==> src/rtl/ram_fifo_controller.sv <==
// ram_fifo_controller
//   Valid/ready FIFO controller in front of an external dual-port RAM.
//   Port A of the RAM is the write port and port B is the read port.
//   The RAM read data arrives one cycle after the address is presented.
//   The controller owns:
//     - the write and read pointers, each with a wrap bit
//     - the full and empty decisions
//     - a 2-entry output buffer that hides the RAM read latency
//   Capacity is 2^ADDR_WIDTH RAM words plus the 2 buffer words.
//
// Ports
//   Clk, ResetN           clock; synchronous active-low reset
//   InValid/InReady/InData     producer handshake and data
//   OutValid/OutReady/OutData  consumer handshake and data (registered)
//   Level                 words held: RAM + in-flight read + buffer
//   RamWriteA/RamAddrA/RamInputA  RAM write port
//   RamAddrB/RamOutputB   RAM read port (data registered inside the RAM)

module ram_fifo_controller #(
    parameter int DATA_WIDTH = 72,
    parameter int ADDR_WIDTH = 10
) (
    input  logic                  Clk,
    input  logic                  ResetN,
    input  logic                  InValid,
    output logic                  InReady,
    input  logic [DATA_WIDTH-1:0] InData,
    output logic                  OutValid,
    input  logic                  OutReady,
    output logic [DATA_WIDTH-1:0] OutData,
    output logic [ADDR_WIDTH+1:0] Level,
    output logic                  RamWriteA,
    output logic [ADDR_WIDTH-1:0] RamAddrA,
    output logic [DATA_WIDTH-1:0] RamInputA,
    output logic [ADDR_WIDTH-1:0] RamAddrB,
    input  logic [DATA_WIDTH-1:0] RamOutputB
);

    localparam int PW = ADDR_WIDTH + 1;
    localparam int LW = ADDR_WIDTH + 2;
    localparam logic [PW-1:0] DEPTH_P = {1'b1, {ADDR_WIDTH{1'b0}}};

    // Registered state
    logic [PW-1:0]         wr_ptr_q, wr_ptr_d;
    logic [PW-1:0]         rd_ptr_q, rd_ptr_d;
    logic                  in_flight_q, in_flight_d;
    logic [1:0]            buf_cnt_q, buf_cnt_d;
    logic [DATA_WIDTH-1:0] buf_q [2];
    logic [DATA_WIDTH-1:0] buf_d [2];

    // Combinational helpers
    logic [PW-1:0] ram_used;
    logic          ram_full;
    logic          ram_empty;
    logic          push;
    logic          pop;
    logic          issue;
    logic [2:0]    occ_after_pop;
    logic [1:0]    cnt_after_pop;

    // Pointer distance modulo 2^(ADDR_WIDTH+1).
    // The wrap bit keeps full and empty distinct.
    assign ram_used  = wr_ptr_q - rd_ptr_q;
    assign ram_full  = (ram_used == DEPTH_P);
    assign ram_empty = (ram_used == '0);

    // Write side.
    // InReady is held low during reset, so no RAM write can happen then.
    assign InReady   = ResetN & ~ram_full;
    assign push      = InValid & InReady;
    assign RamWriteA = push;
    assign RamAddrA  = wr_ptr_q[ADDR_WIDTH-1:0];
    assign RamInputA = InData;

    // Output side
    assign OutValid = (buf_cnt_q != 2'd0);
    assign OutData  = buf_q[0];
    assign pop      = OutValid & OutReady;

    // A read is issued only if its word is guaranteed a buffer slot.
    // The slot count includes the word already in flight.
    // It also credits the slot freed by a pop in this same cycle.
    // Crediting the pop gives back-to-back throughput.
    // It also lets a pop at full re-open InReady on the very next cycle.
    assign occ_after_pop = {1'b0, buf_cnt_q} + {2'b0, in_flight_q} - {2'b0, pop};
    assign issue         = ResetN & ~ram_empty & (occ_after_pop < 3'd2);
    assign RamAddrB      = rd_ptr_q[ADDR_WIDTH-1:0];

    // A pop can never happen with an empty buffer.
    // So this subtraction does not underflow.
    assign cnt_after_pop = buf_cnt_q - {1'b0, pop};

    always_comb begin
        wr_ptr_d    = wr_ptr_q;
        rd_ptr_d    = rd_ptr_q;
        in_flight_d = issue;
        buf_cnt_d   = cnt_after_pop;
        buf_d[0]    = buf_q[0];
        buf_d[1]    = buf_q[1];

        if (push) begin
            wr_ptr_d = wr_ptr_q + PW'(1);
        end
        if (issue) begin
            rd_ptr_d = rd_ptr_q + PW'(1);
        end

        // Pop shifts the tail into the head.
        if (pop) begin
            buf_d[0] = buf_q[1];
        end

        // The returning RAM word goes into the first free slot after the pop.
        // The issue rule guarantees cnt_after_pop is 0 or 1 here.
        if (in_flight_q) begin
            buf_d[cnt_after_pop[0]] = RamOutputB;
            buf_cnt_d               = cnt_after_pop + 2'd1;
        end
    end

    always_ff @(posedge Clk) begin
        if (!ResetN) begin
            wr_ptr_q    <= '0;
            rd_ptr_q    <= '0;
            in_flight_q <= 1'b0;
            buf_cnt_q   <= 2'd0;
            buf_q[0]    <= '0;
            buf_q[1]    <= '0;
        end else begin
            wr_ptr_q    <= wr_ptr_d;
            rd_ptr_q    <= rd_ptr_d;
            in_flight_q <= in_flight_d;
            buf_cnt_q   <= buf_cnt_d;
            buf_q[0]    <= buf_d[0];
            buf_q[1]    <= buf_d[1];
        end
    end

    // Level is derived from registered state only.
    // So it reflects a push or pop on the following edge.
    assign Level = LW'(ram_used) + LW'(in_flight_q) + LW'(buf_cnt_q);

endmodule
==> config.mk <==
export PLATFORM = sky130hd
export DESIGN_NAME = ram_fifo_controller
export DESIGN_NICKNAME = d
export VERILOG_FILES = /design/src/rtl/ram_fifo_controller.sv
export SDC_FILE = /design/constraint.sdc
export NUM_CORES = 1
export LEC_CHECK = 0
export BUFFER_PORTS_ARGS = -buffer_cell sky130_fd_sc_hd__buf_4
export CAP_MARGIN = 40
export CORE_MARGIN = 5
export CORE_UTILIZATION = 45
export CTS_CLUSTER_DIAMETER = 200
export DETAILED_ROUTE_END_ITERATION = 7
export PLACE_DENSITY = 0.74
export SLEW_MARGIN = 15
export SYNTH_ARGS = -nofsm -noshare
export SYNTH_HDL_FRONTEND = slang
export SYNTH_SLANG_ARGS = --single-unit
==> constraint.sdc <==
create_clock -name Clk -period 6.1 [get_ports Clk]
set_input_delay 0.305 -clock Clk [delete_from_list [all_inputs] [get_ports Clk]]
set_output_delay 0.305 -clock Clk [all_outputs]
set_load 0.01 [all_outputs]
==> Word-level counts from Yosys, hierarchy flattened <==
Memory sizes are Yosys's and may differ from the RTL's.
Cells that the tools add are included.
{ "totals": {"memories": 1, "inputBits": 148, "register_bits": 25, "ram_bits": 144, "out_inout_bits": 179} }
{ "classes": {"eq_ne": 1, "n_mux": 10, "order_cmp": 3, "reduce_logical": 3, "n_addsub": 9, "n_bitwise": 10} }
{ "memory_table": {"columns": ["memory", "words", "width", "rd", "rd_ports_with_merged_regs", "wr", "line", "text"], "rows": [
  ["buf_q", 2, 72, 2, 0, 2, "48", "logic [DATA_WIDTH-1:0] buf_q [2];"]
]} }
{ "ops": {"columns": ["cell", "count"], "rows": [
  ["two-way mux 72 bit", 4],
  ["bitwise mux 144 bit", 1],
  ["two-way mux 144 bit", 1],
  ["demux 72 bit (select 1 bit)", 1],
  ["adder 11 x 1 -> 11 bit (second input constant)", 2],
  ["adder 11 x 1 -> 12 bit", 1],
  ["adder 12 x 2 -> 12 bit", 1],
  ["equality test 11 bit (second input constant)", 1],
  ["zero test 11 bit", 1],
  ["subtractor 11 bit", 1],
  ["AND 1 bit", 5],
  ["adder 2 x 1 -> 3 bit", 1],
  ["< comparator 3 x 2 -> 1 bit (second input constant)", 1],
  ["subtractor 3 x 1 -> 3 bit", 1],
  ["adder 2 x 1 -> 2 bit (second input constant)", 1],
  [">= comparator 2 bit (second input constant)", 1],
  ["< comparator 2 x 1 -> 1 bit (second input constant)", 1],
  ["two-way mux 1 bit", 2],
  ["two-way mux 2 bit", 1],
  ["inverter 1 bit", 2],
  ["inverter 1 -> 2 bit", 1],
  ["bitwise OR 1 bit", 2],
  ["nonzero test 2 bit", 1],
  ["subtractor 2 x 1 -> 2 bit", 1],
  ["logical AND 1 bit", 1]
]} }

==> Logic depth before layout (Yosys ltp) <==
{ "logic_depth": {"depth_word": 11, "depth_mapped": 15} }

==> Least setup slack after synthesis <==
No wires, ideal clock.
{ "synth_path": {"kind": "register to register", "startpoint": "reg buf_cnt_q[1]", "endpoint": "reg rd_ptr_q[10]", "stages_incl_launch_ff": 15, "setup_slack_ns": 2.517, "setup_time_ns": 0.070, "arrival_ns": 3.512, "required_time_ns": 6.030, "path_cell_list": "dfxtp_1 -> inv_1 -> nand2_1 -> nand2_1 -> clkbuf_1 -> inv_1 -> ha_1 -> inv_1 -> nand2_1 -> fa_1 -> xnor2_1 -> nand3_1 -> or4_1 -> or3_1 -> a21oi_1"} }
{ "synth_via": {"elab_chain_len": 5, "elab_cells_between_ends": 6, "cone_classes": "2 x add/sub; 1 x order compare; 2 x bitwise; 1 x reduce/logical"} }
{ "synth_rtl": {"columns": ["element", "line", "text"], "rows": [
  ["start: declaration", "47", "logic [1:0] buf_cnt_q, buf_cnt_d;"],
  ["start signal: assignment", "133", "buf_cnt_q <= buf_cnt_d;"],
  ["nonzero test 2 bit", "76", "assign OutValid = (buf_cnt_q != 2'd0);"],
  ["via OutValid", "28", "output logic OutValid,"],
  ["AND 1 bit", "78", "assign pop = OutValid & OutReady;"],
  ["subtractor 3 x 1 -> 3 bit", "85", "assign occ_after_pop = {1'b0, buf_cnt_q} + {2'b0, in_flight_q} - {2'b0, pop};"],
  ["< comparator 3 x 2 -> 1 bit", "86", "assign issue = ResetN & ~ram_empty & (occ_after_pop < 3'd2);"],
  ["AND 1 bit", "86", null],
  ["end signal: assignment", "131", "rd_ptr_q <= rd_ptr_d;"],
  ["end: declaration", "45", "logic [PW-1:0] rd_ptr_q, rd_ptr_d;"]
]} }
The timed path passes the listed nets, and every way through them passes these cells.
A chain may end at the register's enable or synchronous reset.

==> Worst setup path after layout <==
{ "layout_path": {"startpoint": "reg wr_ptr_q[0]", "endpoint": "out RamWriteA"} }
{ "layout_via": {"elab_chain_len": 5} }
{ "layout_rtl": {"columns": ["element", "line", "text"], "rows": [
  ["start: declaration", "44", "logic [PW-1:0] wr_ptr_q, wr_ptr_d;"],
  ["start signal: assignment", "130", "wr_ptr_q <= wr_ptr_d;"],
  ["subtractor 11 bit", "63", "assign ram_used = wr_ptr_q - rd_ptr_q;"],
  ["equality test 11 bit", "64", "assign ram_full = (ram_used == DEPTH_P);"],
  ["inverter 1 bit", "69", "assign InReady = ResetN & ~ram_full;"],
  ["AND 1 bit", "69", null],
  ["AND 1 bit", "70", "assign push = InValid & InReady;"],
  ["end: declaration", "32", "output logic RamWriteA,"]
]} }
Every way passes these cells.

==> parameters.txt <==
Parameter                              Value

Clock network
  Worst-case clock buffer depth ... 2
  Total number of clock tree sinks ... 169
  Number of post-CTS setup repair buffers ... 0
  CTS HTree Levels ... 4
  Clock transition time at the flip-flop clock pins of the worst setup and hold paths ... 0.08 ns
  Clk Latency, worst-skew pair ... 0.42 ns
  Number of instances resized during post-cts repair ... 0
  Number of hold-repair buffers added at the cts stage ... 0
  Clock root buffer ... sky130_fd_sc_hd__clkbuf_16
  TritonCTS clock tree ... yes
  Total CTS buffers ... 17

GRT
  Largest net degree at the start of global routing ... 83
  Global routing usage summed across all routing layers ... 0.1649
  Antenna violations before repair ... 0
  Global-route wire length before repair ... 30280 µm
  Number of global-route vias before repair ... 6011
  Overall overflow remaining after global route ... 0

Synthesis
  Unique cell type count in the Yosys netlist ... 43
  Total of flip-flops plus latches after synthesis ... 169
  Net count after synthesis ... 1136
  Cells after synthesis ... 968
  Cells taking the most area after synthesis ... sky130_fd_sc_hd__dfxtp_1 38%, sky130_fd_sc_hd__mux2i_1 17%, sky130_fd_sc_hd__buf_4 14%, sky130_fd_sc_hd__nor2_1 6.5%, sky130_fd_sc_hd__a211oi_1 6.3%
  Warnings from Yosys ... 0
  Post-synthesis sequential area ratio ... 0.3808
  Synthesized area per cell ... 9.178 µm²
  Post-synthesis cell type with the largest combined area ... sky130_fd_sc_hd__dfxtp_1
  Top cell type's share of synthesized area ... 0.3808
  Cell area after synthesis ... 0.008885 mm²

STA
  Final setup violation count ... 0
  Final min period ... 4.301 ns
  Final Hold Violating Endpoints ... 0
  Fin crit share ... 0.7051
  Max-slew violations ... 0
  Actual transition at the worst max-transition pin ... 0.8596 ns
  TNS Setup ... 0 ns
  Final Skew ... 0.01233 ns
  Setup repair after global routing missed its margin ... false
  Worst Setup Slack, final ... 1.799 ns
  Hold Worst Slack ... 0.1228 ns
  Relative slew margins ... 0.4270
  Fmax achieved ... 0.2325 GHz

Routing
  Wire length after detailed routing ... 19330 µm
  Post-DR wirelength/cell ... 15.62 µm
  Antenna violation net count after detailed routing ... 0
  1st-pass router iterations ... 4
  Final routed DRC violation total ... 0
  Via total after detailed routing ... 6316
  Drt initial violations ... 287
  Drt via density ... 5.106

Floorplan
  Die Span X ... 150.5 µm
  Height of the die ... 150.5 µm
  Top-level port count ... 327
  Initial core utilization ... 0.4565
  Die Area ... 0.02265 mm²
  Core region area ... 0.01946 mm²
  Site Rows ... 51

Hold path
  Type of the most critical hold path ... in2reg
  Worst hold start ... RamOutputB[43]

Place
  Count of port buffers added during placement ... 182
  Half-perimeter wire length of the detailed placement result ... 13440 µm
  Placement-stage worst setup slack ... 2.239 ns
  Global placement routability congestion ... 0.8784

Cells and area
  Final net count ... 1127
  Area growth from synthesis to layout ... 10.66%
  Number of fill cells in the layout ... 1802
  Count of inserted antenna diode cells ... 0
  Fraction of final layout cells sized beyond drive strength 1 ... 0.2387

Power and ir drop
  Maximum VDD drop ... 0.0002994 V
  Power density cells ... 444.5 mW/mm²
  Pleak ... 4.330 nW

Setup path
  Kind of critical path ... reg2out
  Origin of the worst setup path ... wr_ptr_q[0]
  Beginning of the worst register-to-register path ... buf_cnt_q[1]
  R2R Path End ... rd_ptr_q[10]
  Endpoint required time on the critical path ... 5.79 ns
  Highest net fanout along the worst path ... 18
  Cells on worst reg2reg path ... 13
  Sort of element at the end of the critical path ... primary output
  Data arrival time of the critical path ... 4.00 ns
  Register-to-register setup slack ... 2.41 ns
  Critical path endpoint ... RamWriteA
  Setup crit start kind ... register

Run status
  Run status ... finished clean

Flow run
  Max-cap violations ... 0
## cell usage after synthesis (all sizes together)
cell type  number
dfxtp         169
buf           165
mux2i         155
nor2          154
a211oi         74
clkbuf         50
nand2          33
inv            25
a21oi          16
ha             16
nand3          11
xnor2          11
xor2           11
nor3            7
and3            6
nand4           6
o21ai           6
o31ai           6
or4             6
nand2b          5
nor4            5
or3             5
a21o            4
fa              4
nor4b           3
a221oi          2
and2            2
o21a            2
a2111oi         1
a211o           1
and4            1
nor2b           1
o211ai          1
o22ai           1
o311ai          1
o31a            1
or4b            1
## power by group
part / internal, mW / leakage [nW] / total (mW) / switching, mW
Combinational: 0.827 / 2.67 / 1.73 / 0.905
Sequential: 1.40 / 1.38 / 1.57 / 0.175
Clock: 0.560 / 0.287 / 1.07 / 0.506
## per-stage QoR
| step | utilization | power (mW) | area (µm²) | cells |
|---|---|---|---|---|
| CTS | 0.5052 | 4.426 | 9832 | 1237 |
| detailed placement | 0.4750 | 3.345 | 9244 | 1205 |
| global route | 0.5052 | 4.663 | 9832 | 1237 |
| floorplan | - | 2.951 | 8885 | 968 |
| finish | 0.5052 | 4.370 | 9832 | 1237 |
| global placement | 0.4735 | 3.296 | 9216 | 1204 |
## metal layers
metal,vias up,GRT usage,wire (µm)
met5,-,0,0
met2,175,0.2626,8796
met4,0,0.05032,381
met1,2950,0.2034,8503
li1,3150,-,-
met3,41,0.06924,1646
## layout by cell type, fill, tap and decap left out, types with 2 or more instances in the layout
cell type / n
sky130_fd_sc_hd__a211oi_1: 74
sky130_fd_sc_hd__a21o_1: 4
sky130_fd_sc_hd__a21oi_1: 15
sky130_fd_sc_hd__and2_1: 2
sky130_fd_sc_hd__and3_1: 6
sky130_fd_sc_hd__buf_4: 186
sky130_fd_sc_hd__clkbuf_16: 17
sky130_fd_sc_hd__clkinv_4: 2
sky130_fd_sc_hd__clkinv_8: 2
sky130_fd_sc_hd__dfxtp_1: 169
sky130_fd_sc_hd__fa_1: 4
sky130_fd_sc_hd__ha_1: 15
sky130_fd_sc_hd__inv_1: 24
sky130_fd_sc_hd__inv_6: 4
sky130_fd_sc_hd__inv_8: 5
sky130_fd_sc_hd__mux2i_1: 155
sky130_fd_sc_hd__nand2_1: 30
sky130_fd_sc_hd__nand2_4: 2
sky130_fd_sc_hd__nand2b_1: 5
sky130_fd_sc_hd__nand3_1: 11
sky130_fd_sc_hd__nand4_1: 6
sky130_fd_sc_hd__nor2_1: 154
sky130_fd_sc_hd__nor3_1: 7
sky130_fd_sc_hd__nor4_1: 4
sky130_fd_sc_hd__nor4b_4: 2
sky130_fd_sc_hd__o21a_1: 2
sky130_fd_sc_hd__o21ai_0: 2
sky130_fd_sc_hd__o21ai_1: 4
sky130_fd_sc_hd__o31ai_1: 6
sky130_fd_sc_hd__or3_1: 5
sky130_fd_sc_hd__or4_1: 6
sky130_fd_sc_hd__xnor2_1: 11
sky130_fd_sc_hd__xor2_1: 11
## worst max-delay path: stages, from the launching register on
cell	delay (ns)
sky130_fd_sc_hd__dfxtp_1	0.36
sky130_fd_sc_hd__inv_1	0.12
sky130_fd_sc_hd__ha_1	0.16
sky130_fd_sc_hd__inv_1	0.05
sky130_fd_sc_hd__fa_1	0.39
sky130_fd_sc_hd__a21o_1	0.23
sky130_fd_sc_hd__a221oi_2	0.31
sky130_fd_sc_hd__xor2_1	0.37
sky130_fd_sc_hd__and3_1	0.26
sky130_fd_sc_hd__nor4b_4	0.70
sky130_fd_sc_hd__nor2b_1	0.24
sky130_fd_sc_hd__and2_1	0.23
sky130_fd_sc_hd__buf_4	0.14
## cells by family after synthesis
kind of cell             Yosys count  synth area share
AND/OR/NAND/NOR                  246            0.1252
buffers and inverters            240            0.1711
flip-flops                       169            0.3808
multiplexers                     155            0.1746
AO/OA/AOI/OAI                    116           0.09506
XOR/XNOR                          22           0.02169
adder cells (fa/ha/maj)           20           0.03154
## worst min-delay path by stage
stage / end / slack [ns] / cells past startpoint
2_1_floorplan: rd_ptr_q[9] / 0.45 / 2
3_3_place_gp: register / 0.47 / 2
3_5_place_dp: register / 0.48 / 2
4_1_cts: register / 0.11 / 3
5_1_grt: register / 0.10 / 3
6_report: register / 0.12 / 3
## area by class of cell
class / instances / area, µm² / share of cell area
Inverter: 25 / 96.34 / 0.009799
Timing Repair Buffer: 187 / 1424 / 0.1448
Multi-Input combinational cell: 559 / 4009 / 0.4077
Clock inverter: 14 / 148.9 / 0.01514
Tap cell: 265 / 331.6 / 0.03372
Clock buffer: 18 / 439.2 / 0.04467
Sequential cell: 169 / 3383 / 0.3441
Note: power is estimated with default switching activity, not from simulation.
